--- config.mk ---
export PLATFORM = sky130hd
export DESIGN_NAME = serial_adder_flat
export DESIGN_NICKNAME = d
export VERILOG_FILES = /design/src/rtl/serial_adder_if.sv /design/src/rtl/serial_adder.sv /design/src/flat_wrapper.sv
export SDC_FILE = /design/constraint.sdc
export NUM_CORES = 1
export LEC_CHECK = 0
export ABC_AREA = 1
export BUFFER_PORTS_ARGS = -buffer_cell sky130_fd_sc_hd__buf_2
export CAP_MARGIN = 20
export CORE_MARGIN = 10
export CORE_UTILIZATION = 53
export CTS_CLUSTER_SIZE = 14
export DETAILED_ROUTE_END_ITERATION = 6
export GPL_TIMING_DRIVEN = 0
export PLACE_DENSITY = 0.84
export REMOVE_ABC_BUFFERS = 1
export SYNTH_ARGS = -nofsm -noshare
export SYNTH_HDL_FRONTEND = slang
export SYNTH_SLANG_ARGS = --single-unit
--- constraint.sdc ---
create_clock -name clk -period 1.7 [get_ports clk]
set_input_delay 0.34 -clock clk [delete_from_list [all_inputs] [get_ports clk]]
set_output_delay 0.34 -clock clk [all_outputs]
set_load 0.05 [all_outputs]
--- src/rtl/serial_adder_if.sv ---
// -----------------------------------------------------------------------------
// serial_adder_if
//
// Handshake bundle for the bit-serial adder.
//
// Signals:
//   in_valid  operand beat valid
//   in_ready  adder can accept operands
//   a, b      WIDTH-bit operands
//   cin       carry-in for bit 0
//   sub       subtract select (present only when SERIAL_ADDER_SUB_EN is defined)
//   out_valid result valid
//   out_ready downstream accepts the result
//   sum       WIDTH-bit result (0 while out_valid is low)
//   cout      carry-out of the top bit (0 while out_valid is low)
//
// Modports:
//   master : operand producer / result consumer
//   slave  : the adder itself
//
// Optional feature macro: SERIAL_ADDER_SUB_EN adds the 'sub' signal.
// -----------------------------------------------------------------------------
interface serial_adder_if #(
    parameter int WIDTH = 8
);
    logic             in_valid;
    logic             in_ready;
    logic [WIDTH-1:0] a;
    logic [WIDTH-1:0] b;
    logic             cin;
`ifdef SERIAL_ADDER_SUB_EN
    logic             sub;
`endif
    logic             out_valid;
    logic             out_ready;
    logic [WIDTH-1:0] sum;
    logic             cout;

    modport master (
`ifdef SERIAL_ADDER_SUB_EN
        output sub,
`endif
        output in_valid,
        output a,
        output b,
        output cin,
        output out_ready,
        input  in_ready,
        input  out_valid,
        input  sum,
        input  cout
    );

    modport slave (
`ifdef SERIAL_ADDER_SUB_EN
        input  sub,
`endif
        input  in_valid,
        input  a,
        input  b,
        input  cin,
        input  out_ready,
        output in_ready,
        output out_valid,
        output sum,
        output cout
    );
endinterface

--- src/rtl/serial_adder.sv ---
// -----------------------------------------------------------------------------
// serial_adder
//
// Bit-serial adder. Operands are captured on an in_valid/in_ready handshake,
// then added LSB-first one bit per clock through a single full-adder cell whose
// carry-out is registered and fed back as the next bit's carry-in. After WIDTH
// bit-cycles the WIDTH-bit result and final carry are held on an
// out_valid/out_ready handshake until the consumer takes them.
//
// Ports:
//   clk    single clock, all state updates on posedge
//   reset  asynchronous, active-high; discards any in-flight operation
//   bus    serial_adder_if.slave: operand and result handshakes
//   busy   high while an operation is running or its result is waiting
//
// Optional feature macro: SERIAL_ADDER_SUB_EN
//   When defined, bus.sub=1 at the operand handshake loads ~b with carry-in 1,
//   giving a-b mod 2^WIDTH with cout=1 meaning "no borrow" (a >= b unsigned).
//   When undefined the block is add-only.
// -----------------------------------------------------------------------------
module serial_adder #(
    parameter int WIDTH = 8
) (
    input  logic          clk,
    input  logic          reset,
    serial_adder_if.slave bus,
    output logic          busy
);

    localparam int                 CNT_W    = $clog2(WIDTH);
    localparam logic [CNT_W-1:0]   CNT_LAST = CNT_W'(WIDTH - 1);

    typedef enum logic [1:0] {
        IDLE = 2'd0,
        RUN  = 2'd1,
        DONE = 2'd2
    } state_t;

    state_t             state_q,  state_d;
    logic [WIDTH-1:0]   a_sh_q,   a_sh_d;
    logic [WIDTH-1:0]   b_sh_q,   b_sh_d;
    logic [WIDTH-1:0]   sum_sh_q, sum_sh_d;
    logic               carry_q,  carry_d;
    logic [CNT_W-1:0]   cnt_q,    cnt_d;

    logic               fa_sum;
    logic               fa_cout;

    // One-bit full-adder cell: returns {cout, sum}.
    function automatic logic [1:0] full_add(input logic x, input logic y, input logic ci);
        logic s;
        logic co;
        s  = x ^ y ^ ci;
        co = (x & y) | (x & ci) | (y & ci);
        return {co, s};
    endfunction

    // The cell always looks at the LSBs of the shifters; its output is only
    // consumed while in RUN.
    assign {fa_cout, fa_sum} = full_add(a_sh_q[0], b_sh_q[0], carry_q);

    // State register. Reset clears the whole datapath so an aborted operation
    // leaves nothing behind.
    always_ff @(posedge clk or posedge reset) begin
        if (reset) begin
            state_q  <= IDLE;
            a_sh_q   <= '0;
            b_sh_q   <= '0;
            sum_sh_q <= '0;
            carry_q  <= 1'b0;
            cnt_q    <= '0;
        end else begin
            state_q  <= state_d;
            a_sh_q   <= a_sh_d;
            b_sh_q   <= b_sh_d;
            sum_sh_q <= sum_sh_d;
            carry_q  <= carry_d;
            cnt_q    <= cnt_d;
        end
    end

    // Next-state and datapath sequencing.
    always_comb begin
        state_d  = state_q;
        a_sh_d   = a_sh_q;
        b_sh_d   = b_sh_q;
        sum_sh_d = sum_sh_q;
        carry_d  = carry_q;
        cnt_d    = cnt_q;

        case (state_q)
            IDLE: begin
                if (bus.in_valid) begin
                    a_sh_d = bus.a;
`ifdef SERIAL_ADDER_SUB_EN
                    // Two's-complement subtract: a + ~b + 1; cin is ignored.
                    if (bus.sub) begin
                        b_sh_d  = ~bus.b;
                        carry_d = 1'b1;
                    end else begin
                        b_sh_d  = bus.b;
                        carry_d = bus.cin;
                    end
`else
                    b_sh_d  = bus.b;
                    carry_d = bus.cin;
`endif
                    cnt_d   = '0;
                    state_d = RUN;
                end
            end

            RUN: begin
                // Result bits enter at the MSB so that after WIDTH shifts
                // bit 0 has reached position 0.
                sum_sh_d = {fa_sum, sum_sh_q[WIDTH-1:1]};
                carry_d  = fa_cout;
                a_sh_d   = {1'b0, a_sh_q[WIDTH-1:1]};
                b_sh_d   = {1'b0, b_sh_q[WIDTH-1:1]};
                if (cnt_q == CNT_LAST) begin
                    // Hold the counter at its last value instead of wrapping.
                    state_d = DONE;
                end else begin
                    cnt_d = cnt_q + CNT_W'(1);
                end
            end

            DONE: begin
                if (bus.out_ready) begin
                    state_d = IDLE;
                end
            end

            default: begin
                state_d = IDLE;
            end
        endcase
    end

    // Outputs decode directly from the state register so that reset takes
    // effect on them without waiting for a clock edge.
    assign bus.in_ready  = (state_q == IDLE);
    assign bus.out_valid = (state_q == DONE);
    assign bus.sum       = (state_q == DONE) ? sum_sh_q : '0;
    assign bus.cout      = (state_q == DONE) ? carry_q  : 1'b0;
    assign busy          = (state_q != IDLE);

endmodule
--- src/flat_wrapper.sv ---
// flat-port wrapper written by rule: the top's interface ports become plain ports
module serial_adder_flat 
#(
    parameter int WIDTH = 8
)
  (clk, reset, busy, bus_in_valid, bus_a, bus_b, bus_cin, bus_out_ready, bus_in_ready, bus_out_valid, bus_sum, bus_cout);
  serial_adder_if #(.WIDTH(WIDTH)) bus_i ();
  input  logic clk;
  input  logic reset;
  output logic busy;
  input wire logic [$bits(bus_i.in_valid)-1:0] bus_in_valid;
  input wire logic [$bits(bus_i.a)-1:0] bus_a;
  input wire logic [$bits(bus_i.b)-1:0] bus_b;
  input wire logic [$bits(bus_i.cin)-1:0] bus_cin;
  input wire logic [$bits(bus_i.out_ready)-1:0] bus_out_ready;
  output wire logic [$bits(bus_i.in_ready)-1:0] bus_in_ready;
  output wire logic [$bits(bus_i.out_valid)-1:0] bus_out_valid;
  output wire logic [$bits(bus_i.sum)-1:0] bus_sum;
  output wire logic [$bits(bus_i.cout)-1:0] bus_cout;
  assign bus_i.in_valid = bus_in_valid;
  assign bus_i.a = bus_a;
  assign bus_i.b = bus_b;
  assign bus_i.cin = bus_cin;
  assign bus_i.out_ready = bus_out_ready;
  assign bus_in_ready = bus_i.in_ready;
  assign bus_out_valid = bus_i.out_valid;
  assign bus_sum = bus_i.sum;
  assign bus_cout = bus_i.cout;
  serial_adder #(.WIDTH(WIDTH)) u_core (.clk(clk), .reset(reset), .bus(bus_i), .busy(busy));
endmodule
[Yosys cells after proc, flatten, opt, wreduce, memory -nomap -nowiden]
Index checks and enable logic that the tools add are counted.
Storage, ports and cells
  output and inout bits: 12
  bits of input ports: 21
  logic and storage cells: 42
  flip-flop bits (word level): 30
Cells by class
  reductions and logical operators: 6
  add/subtract/negate cells: 1
  bitwise operators: 7
  equal/unequal tests: 7
  multiplexer cells: 15
Operators with widths (number)
  $pmux W8 S2: 2
  $mux W8: 3
  $mux W2: 3
  $mux W3: 2
  $ne A2 B2 Y1 const B: 3
  $pmux W2 S3: 1
  $pmux W3 S2: 1
  $reduce_and A3 Y1: 2
  $reduce_bool A2 Y1: 2
  $add A3 B1 Y3 const B: 1
  $and A1 B1 Y1: 3
  $eq A3 B3 Y1 const B: 1
  $eq A2 B1 Y1 const B: 1
  $eq A2 B2 Y1 const B: 1
  $logic_not A2 Y1: 1
  $mux W1: 2
  $ne A2 B1 Y1 const B: 1
  $or A1 B1 Y1: 2
  $pmux W1 S2: 1
  $reduce_and A2 Y1: 1
  $xor A1 B1 Y1: 2

[Longest topological paths before layout]
Gate-level depths: netlist of run 1.
  word-level depth: 4
  gate-level depth with buffers: 7
  depth with buffers taken out: 6

[Worst setup path after synthesis of run 1]
No wires, ideal clock.
  path type: reg-to-output
  from: reg u_core.state_q[0]
  to: out busy
  path buffers: 0
  cell stages (with the launch flop): 3
  required time: 1360 ps
  arrival time: 1697 ps
  slack: -337 ps
  cells stage by stage: dfrtp_1 > nor2_1 > inv_1
On the way
  longest elaborated chain between the ends: 1
Ends and longest elaborated chain
  start, declared: line serial_adder.sv:39  | state_t state_q, state_d;
  start signal, assigned: line serial_adder.sv:73  | state_q <= state_d;
  $reduce_bool A2 Y1: line serial_adder.sv:146  | assign busy = (state_q != IDLE);
  end, declared: line flat_wrapper.sv:10  | output logic busy;
No other way between the ends.

[Worst setup path in the final report of run 1]
  from: reg u_core.state_q[0]
  to: out bus_sum[1]
On the way
  longest elaborated chain between the ends: 2
Ends and longest elaborated chain
  $eq A2 B2 Y1: line serial_adder.sv:144  | assign bus.sum = (state_q == DONE) ? sum_sh_q : '0;
  $mux W8: line serial_adder.sv:144
  end, declared: line flat_wrapper.sv:18  | output wire logic [$bits(bus_i.sum)-1:0] bus_sum;
No other way between the ends.

==> impl_table.tex, run 1 <==
\begin{tabular}{lr}
\hline
Metric & Value \\
\hline
\multicolumn{2}{l}{\textbf{Clock tree}} \\
\quad Number of levels in the clock H-tree & 2 \\
\quad Worst-Skew Late Latency & 330 ps \\
\quad Clock tree sinks & 30 \\
\quad TritonCTS Buffers & 5 \\
\quad Clock edge transition at the registers on the reported setup and hold paths & 90 ps \\
\quad CTS tree & done \\
\quad Worst-case clock buffer depth & 2 \\
\quad Clock tree root buffer cell & clkbuf\_4 \\
\quad Number of hold buffers added after cts & 0 \\
\multicolumn{2}{l}{\textbf{STA}} \\
\quad Final Hold Vio Count & 0 \\
\quad Count of pins over their slew limit & 0 \\
\quad Setup WS post-layout & -3.954 ps \\
\quad Share of the cycle needed by the critical path after routing & 100.2\% \\
\quad Tightest slew margin relative to the limit & 57.96\% \\
\quad Least-Margin Pin Slew & 629.9 ps \\
\quad Final setup vio count & 2 \\
\quad Setup TNS Final & -6.738 ps \\
\quad Min Clock Period, post-route & 1704 ps \\
\quad Post-route clock skew & 8.946 ps \\
\quad RSZ-0062 raised after global routing & yes \\
\quad Worst hold slack across all endpoints & 75.86 ps \\
\quad Fmax achieved & 586.9 MHz \\
\multicolumn{2}{l}{\textbf{Synthesis}} \\
\quad Cell taking the most area after synthesis & dfrtp\_1 \\
\quad Share of the synthesized area in the top cell type & 50.29\% \\
\quad Syn avg cell area & 7.539 um2 \\
\quad Number of instances in the synthesized netlist & 198 \\
\quad Biggest area contributors in the synthesized netlist & dfrtp\_1 (50\%), nand2\_1 (23\%), nand3\_1 (7.0\%) \\
\quad Number of distinct standard cells referenced by the synthesized netlist & 16 \\
\quad Register bit count reported by yosys & 30 \\
\quad Cell area after technology mapping & 1493 um2 \\
\quad Register area share after synthesis & 50.29\% \\
\quad Synth warn & 0 \\
\multicolumn{2}{l}{\textbf{Placed design}} \\
\quad Hpwl dp & 2.179 mm \\
\quad RePlAce Congestion & 0.8009 \\
\quad Placement-stage cell area & 1663 um2 \\
\quad Cell count after placement & 252 \\
\quad Count of port buffers added during placement & 32 \\
\quad Post-placement setup slack & -474.3 ps \\
\multicolumn{2}{l}{\textbf{Power and ir drop}} \\
\quad Largest voltage drop on the vdd net & 1.208 mV \\
\quad Leakage power & 0.001034 uW \\
\quad Sequential power share & 39.7\% \\
\quad Clock share of power & 12.6\% \\
\quad Sw Pwr & 1403 uW \\
\quad Logic gate share of total power & 47.7\% \\
\quad Internal power of the cells & 1682 uW \\
\quad Power per standard cell area & 1658 nW/um2 \\
\quad Net Sw Frac & 45.48\% \\
\multicolumn{2}{l}{\textbf{GRT}} \\
\quad Largest net degree at the start of global routing & 33 \\
\quad First-pass GRT wire length & 5.478 mm \\
\quad Number of antenna violations at the first check in global routing & 0 \\
\quad Global route overflow & 0 \\
\quad Total routing resource utilization after global routing & 12.83\% \\
\quad Vias in the first global route & 1231 \\
\multicolumn{2}{l}{\textbf{Critical path}} \\
\quad Data required time of the critical path & 1360 ps \\
\quad Largest incremental delay on the critical path & 500 ps \\
\quad Minimum setup slack among reg-to-reg paths & 120 ps \\
\quad Crit start category & flop \\
\quad Startpoint-to-endpoint class of the critical path & reg -> out \\
\quad Crit path DAT & 1360 ps \\
\quad Reg-to-reg critical path startpoint & u\_core.state\_q[0] \\
\quad Worst Reg2Reg Path Length in Cells & 5 \\
\quad Nature of the critical path endpoint & primary output \\
\quad Worst path slowest cell & dfrtp\_4 \\
\quad Cells along the critical path & inv\_1 > nand2\_4 > nor2\_2 > buf\_6 \\
\quad Worst r2r dst & u\_core.a\_sh\_q[0] \\
\quad Max FO, Critical Path & 11 \\
\multicolumn{2}{l}{\textbf{Die}} \\
\quad Standard cell core area & 2734 um2 \\
\quad Number of cell rows & 19 \\
\quad Die Outline Area & 5339 um2 \\
\quad Die outline width & 73.07 um \\
\quad Y dimension of the die & 73.07 um \\
\quad I/O pins & 33 \\
\quad Starting Density & 54.60\% \\
\multicolumn{2}{l}{\textbf{Detailed routing}} \\
\quad Total number of vias & 1325 \\
\quad Average wire length per cell after detail routing & 13.06 um \\
\quad Iter 0 DRT Violations & 82 \\
\quad Detailed-route DRC error count & 0 \\
\quad Remaining antenna violation count after routing & 0 \\
\quad Final routed wirelength across all metal layers & 3.434 mm \\
\quad Drt pass-1 iters & 4 \\
\quad Via-to-Cell Ratio & 5.038 \\
\multicolumn{2}{l}{\textbf{Cells and area}} \\
\quad Number of standard cells in the final layout excluding fillers & 263 \\
\quad Most common cell after layout, fill and taps aside & nand2\_1 \\
\quad Layout filler cell count & 242 \\
\quad Area overhead of the layout relative to synthesis & 24.64\% \\
\quad Number of antenna repair diodes & 0 \\
\quad Fraction of layout instances using a drive strength above 1 & 25.43\% \\
\quad Design Area, Final & 1861 um2 \\
\quad Number of nets in the final layout & 256 \\
\quad Commonest cells after routing, fill and taps aside & nand2\_1 (91), dfrtp\_1 (28), nand3\_1 (21), buf\_2 (21), inv\_1 (15) \\
\multicolumn{2}{l}{\textbf{Run status}} \\
\quad Violations in the final reports & setup timing \\
\quad Outcome & complete, but fails checks \\
\multicolumn{2}{l}{\textbf{Run}} \\
\quad Number of max-cap violations & 0 \\
\multicolumn{2}{l}{\textbf{Min path}} \\
\quad Worst hold-check path type & in -> async \\
\hline
\end{tabular}
[worst max path at each step]
| stage | cells after the start | start | end | slack [ps] |
|---|---|---|---|---|
| after CTS | 4 | u_core.state_q[0] | bus_cout | -30 |
| after global routing | 4 | u_core.state_q[0] | bus_sum[1] | -70 |
| after detailed placement | 6 | u_core.state_q[1] | u_core.a_sh_q[1] | -470 |
| after floorplan | 2 | u_core.state_q[0] | busy | -560 |
| final | 4 | u_core.state_q[0] | bus_sum[1] | -4 |
| after global placement | 5 | u_core.state_q[0] | u_core.a_sh_q[1] | -460 |
[routing by layer]
layer,vias to the layer above,share of wire [%],GRT usage (%),wire [um]
li1,677,-,-,-
met1,615,45,15.04,1550
met2,27,47,20.63,1617
met3,6,6.4,5.170,221
met4,0,1.3,4.430,45
met5,-,0,0,0
[worst max-delay path: cells and delay by family, from the launching register on]
kind | cells | cell delay [ps]
buf+inv | 2 | 270
simple gates | 2 | 260
flops | 1 | 500
[Yosys cell counts]
library cell  number
fa_1               1
nor2_1            11
clkbuf_1           1
o21ai_0            7
dfrtp_1           30
nand3_1           21
a21oi_1            1
nand2_1           93
inv_1             16
inv_2              1
ha_1               2
o22ai_1            1
buf_4              3
nand4_1            3
o21ai_4            1
buf_2              6
[power by group through the flow]
stage	registers [uW]	clock network (uW)	logic, uW
5_1_grt	1270	426	1700
3_5_place_dp	1270	0	1290
2_1_floorplan	1220	0	1000
6_report	1230	388	1470
4_1_cts	1210	395	1440
3_3_place_gp	1260	0	1230
[sequential cells by signal (all words and copies together) (netlist names)]
| name | count |
|---|---|
| u_core.state_q | 2 |
| u_core.carry_q | 1 |
| u_core.b_sh_q | 8 |
| u_core.sum_sh_q | 8 |
| u_core.a_sh_q | 8 |
| u_core.cnt_q | 3 |
[layout make-up]
class                   count  area [um2]  share of cell area [%]
clock buffers               7       45.04                   2.421
inverters                  17       70.07                   3.766
multi-input cells         141       666.9                   35.84
flip-flops and latches     30       755.7                   40.62
well taps                  31       38.79                   2.085
repair buffers             36       279.0                   15.00
repair inverters            1       5.005                  0.2690
[repair_timing]
action                     in CTS  in global routing
setup buffers                   2                  1
cloned                          0                  1
setup endpoints to repair      36                 29
pin swaps                       0                  2
resized for setup              28                 14
[cells by family (layout without fill, tap and decap cells)]
family          after synthesis  in the layout  share of synthesized area, %
fa+ha+maj                     3              3                         3.017
simple gates                128            128                         34.45
buf+inv                      27             61                         8.047
compound gates               10             10                         4.191
flops                        30             30                         50.29
[metrics by stage]
step / power, uW / util [%]
floorplan: 2220 / -
global placement: 2490 / 59.82
detailed placement: 2559 / 60.82
CTS: 3050 / 66.09
global route: 3397 / 68.05
finish: 3085 / 68.05
No activity file was read; power rests on OpenSTA's default activity.
==> run 2: changes to the inputs <==
==> constraint.sdc (replaced) <==
create_clock -name clk -period 1.7 [get_ports clk]
set_input_delay 0.17 -clock clk [delete_from_list [all_inputs] [get_ports clk]]
set_output_delay 0.17 -clock clk [all_outputs]
set_load 0.05 [all_outputs]
==> run 2 against run 1 <==
Compared with the run above:
- the flow now finishes without violations
- final cell count increased by 1.9%
- fmax increased by 6.7%
- combinational power barely moved
- worst hold slack worse by 46 ps
- register-to-register slack better by 90 ps
- sequential power about the same
- global-route usage rose by 0.19 points
- clock skew increased by 0.64 ps
- via count rose by 1.1%
- critical path depth did not move
- critical path type unchanged
- largest cell class unchanged
- largest power group unchanged
- highest routed layer unchanged
==> impl_table.tex, run 2 (synthesized netlist as in run 1, its figures left out) <==
\begin{tabular}{lr}
\hline
Metric & Value \\
\hline
\multicolumn{2}{l}{\textbf{Critical path}} \\
\quad Crit path DAT & 1430 ps (+70 ps) \\
\quad Kind of cell with the highest combined delay on the critical path & flip-flops \\
\quad Largest incremental delay on the critical path & 530 ps (+30 ps) \\
\quad Buf+Inv Stages, Crit Path & 2 (unchanged) \\
\quad Data required time of the critical path & 1530 ps (+170 ps) \\
\quad Startpoint-to-endpoint class of the critical path & reg -> out \\
\quad Nature of the critical path endpoint & primary output \\
\quad Max FO, Critical Path & 11 (unchanged) \\
\quad Worst path slowest cell & dfrtp\_4 \\
\quad Cells along the critical path & inv\_1 > nand2\_2 > nor2\_1 > buf\_4 \\
\quad Crit start category & flop \\
\multicolumn{2}{l}{\textbf{GRT}} \\
\quad Highest-utilization routing layer at the global route stage & met2 \\
\quad Global routing usage on met1 & 15.44\% (+0.40 points) \\
\quad Total routing resource utilization after global routing & 13.03\% (+0.19 points) \\
\quad Global route overflow & 0 (unchanged) \\
\quad Number of antenna violations at the first check in global routing & 0 (unchanged) \\
\quad GR met2 Demand/Resource & 20.25\% (-0.38 points) \\
\quad First-pass GRT wire length & 5.582 mm (+1.9\%) \\
\quad Vias in the first global route & 1261 (+2.4\%) \\
\quad Largest net degree at the start of global routing & 33 (unchanged) \\
\quad Met3 track utilization from global routing & 5.850\% (+0.68 points) \\
\multicolumn{2}{l}{\textbf{Cells and area}} \\
\quad Number of nets in the final layout & 261 (+2.0\%) \\
\quad Area overhead of the layout relative to synthesis & 21.79\% \\
\quad Design Area, Final & 1818 um2 (-2.3\%) \\
\quad Number of antenna repair diodes & 0 (unchanged) \\
\quad Registers with the most flip-flops & u\_core.a\_sh\_q (8), u\_core.b\_sh\_q (8), u\_core.sum\_sh\_q (8) \\
\quad Most common cell after layout, fill and taps aside & nand2\_1 \\
\quad Fraction of layout instances using a drive strength above 1 & 22.36\% (-3.1 points) \\
\quad Commonest cells after routing, fill and taps aside & nand2\_1 (91), dfrtp\_1 (29), buf\_2 (23) \\
\quad Final core occ & 66.50\% (-1.6 points) \\
\multicolumn{2}{l}{\textbf{STA}} \\
\quad Setup TNS Final & 0 ps (+6.738 ps) \\
\quad Setup WS post-layout & 102.8 ps (+106.8 ps) \\
\quad Final Hold Vio Count & 0 (unchanged) \\
\quad Least-Margin Pin Slew & 627.0 ps (-2.911 ps) \\
\quad Tightest slew margin relative to the limit & 58.16\% (+0.19 points) \\
\quad Fmax achieved & 626.1 MHz (+6.7\%) \\
\quad Post-route clock skew & 9.583 ps (+0.6364 ps) \\
\quad Share of the cycle needed by the critical path after routing & 93.95\% (-6.3 points) \\
\quad RSZ-0062 raised after global routing & no \\
\quad Count of pins over their slew limit & 0 (unchanged) \\
\quad Min Clock Period, post-route & 1597 ps (-106.8 ps) \\
\quad Final setup vio count & 0 (-2) \\
\multicolumn{2}{l}{\textbf{Clock tree}} \\
\quad CTS tree & done \\
\quad TritonCTS Buffers & 5 (unchanged) \\
\quad Worst-Skew Late Latency & 340 ps (about the same) \\
\quad Worst-case clock buffer depth & 2 (unchanged) \\
\quad Clock tree root buffer cell & clkbuf\_4 \\
\quad Number of levels in the clock H-tree & 2 (unchanged) \\
\quad Clock edge transition at the registers on the reported setup and hold paths & 80 ps (about the same) \\
\quad Clock tree sinks & 30 (unchanged) \\
\multicolumn{2}{l}{\textbf{Die}} \\
\quad I/O pins & 33 (unchanged) \\
\quad Die Outline Area & 5339 um2 (unchanged) \\
\quad Y dimension of the die & 73.07 um (unchanged) \\
\quad Standard cell core area & 2734 um2 (unchanged) \\
\quad Die outline width & 73.07 um (unchanged) \\
\quad Starting Density & 54.60\% (unchanged) \\
\quad Number of cell rows & 19 (unchanged) \\
\multicolumn{2}{l}{\textbf{Power and ir drop}} \\
\quad Leakage power & 0.001039 uW (+0.50\%) \\
\quad Largest voltage drop on the vdd net & 1.221 mV (+1.1\%) \\
\quad Post-layout power & 3064 uW (-0.70\%) \\
\quad Power per standard cell area & 1685 nW/um2 (+1.6\%) \\
\multicolumn{2}{l}{\textbf{Detailed routing}} \\
\quad Total number of vias & 1340 (+1.1\%) \\
\quad Detailed-route DRC error count & 0 (unchanged) \\
\quad Final routed wirelength across all metal layers & 3.364 mm (-2.0\%) \\
\quad Remaining antenna violation count after routing & 0 (unchanged) \\
\quad Via-to-Cell Ratio & 5.000 (-0.75\%) \\
\quad Iter 0 DRT Violations & 56 (-32\%) \\
\quad Drt pass-1 iters & 4 (unchanged) \\
\quad Average wire length per cell after detail routing & 12.55 um (-3.9\%) \\
\multicolumn{2}{l}{\textbf{Placed design}} \\
\quad Hpwl dp & 2.179 mm (unchanged) \\
\quad Post-placement setup slack & -474.3 ps (unchanged) \\
\quad Placement-stage cell area & 1663 um2 (unchanged) \\
\quad Count of port buffers added during placement & 32 (unchanged) \\
\quad RePlAce Congestion & 0.8009 (unchanged) \\
\multicolumn{2}{l}{\textbf{Run status}} \\
\quad Outcome & finished clean \\
\multicolumn{2}{l}{\textbf{Min path}} \\
\quad Worst hold-check path type & in -> reg \\
\multicolumn{2}{l}{\textbf{Run}} \\
\quad Number of max-cap violations & 0 (unchanged) \\
\hline
\end{tabular}
==> run 2: cell count changes in the layout (fill, tap and decap cells not counted), moves of 2 or more <==
cell	change
buf_4	+12
buf_6	-9
nor2_1	+9
nor2_2	-8
buf_2	+2
==> run 2: cell type report <==
class | instances | area [um2]
fillers | 251 | 915.9
flip-flops and latches | 30 | 754.5
multi-input cells | 141 | 634.4
repair buffers | 41 | 272.8
inverters | 17 | 67.56
clock buffers | 7 | 45.04
well taps | 31 | 38.79
repair inverters | 1 | 5.005
==> run 2: per-layer routing <==
layer | wire length, um | part of all wire [%]
met1 | 1566 | 47
met2 | 1513 | 45
met3 | 247 | 7.3
met4 | 37 | 1.1
met5 | 0 | 0
==> run 2: power by group <==
group / total [uW] / internal [uW] / switching (uW)
sequential: 1230 / 1040 / 196
clock: 391 / 156 / 235
combinational: 1440 / 502 / 936
total: 3060 / 1700 / 1370
==> run 2: worst paths after layout <==
kind / from / endpoint / slack, ps / cells past startpoint
min in group asynchronous: reset / u_core.cnt_q[0] / 450 / 3
max in group asynchronous: reset / u_core.cnt_q[1] / 740 / 4
worst min register to register: u_core.b_sh_q[7] / u_core.b_sh_q[7] / 480 / 2
worst max-delay path: u_core.state_q[0] / bus_cout / 100 / 4
worst min-delay path: bus_out_ready / u_core.state_q[1] / 30 / 2
worst max register to register: u_core.state_q[0] / u_core.b_sh_q[4] / 210 / 4
==> run 2: metrics by stage <==
step	std cells	hold WS, ps
finish	268	29.89
detailed placement	252	280.4
CTS	262	22.20
global placement	251	376.7
floorplan	188	260.8
global route	268	7.654
==> run 2: what timing repair did <==
item                       in CTS  in global routing
setup buffers                   1                  6
cloned                          1                  0
gates resized for setup        16                  0
pin swaps                       0                  0
setup endpoints to repair      36                 20
hold endpoints to repair       14                  0
hold buffers                    1                  0
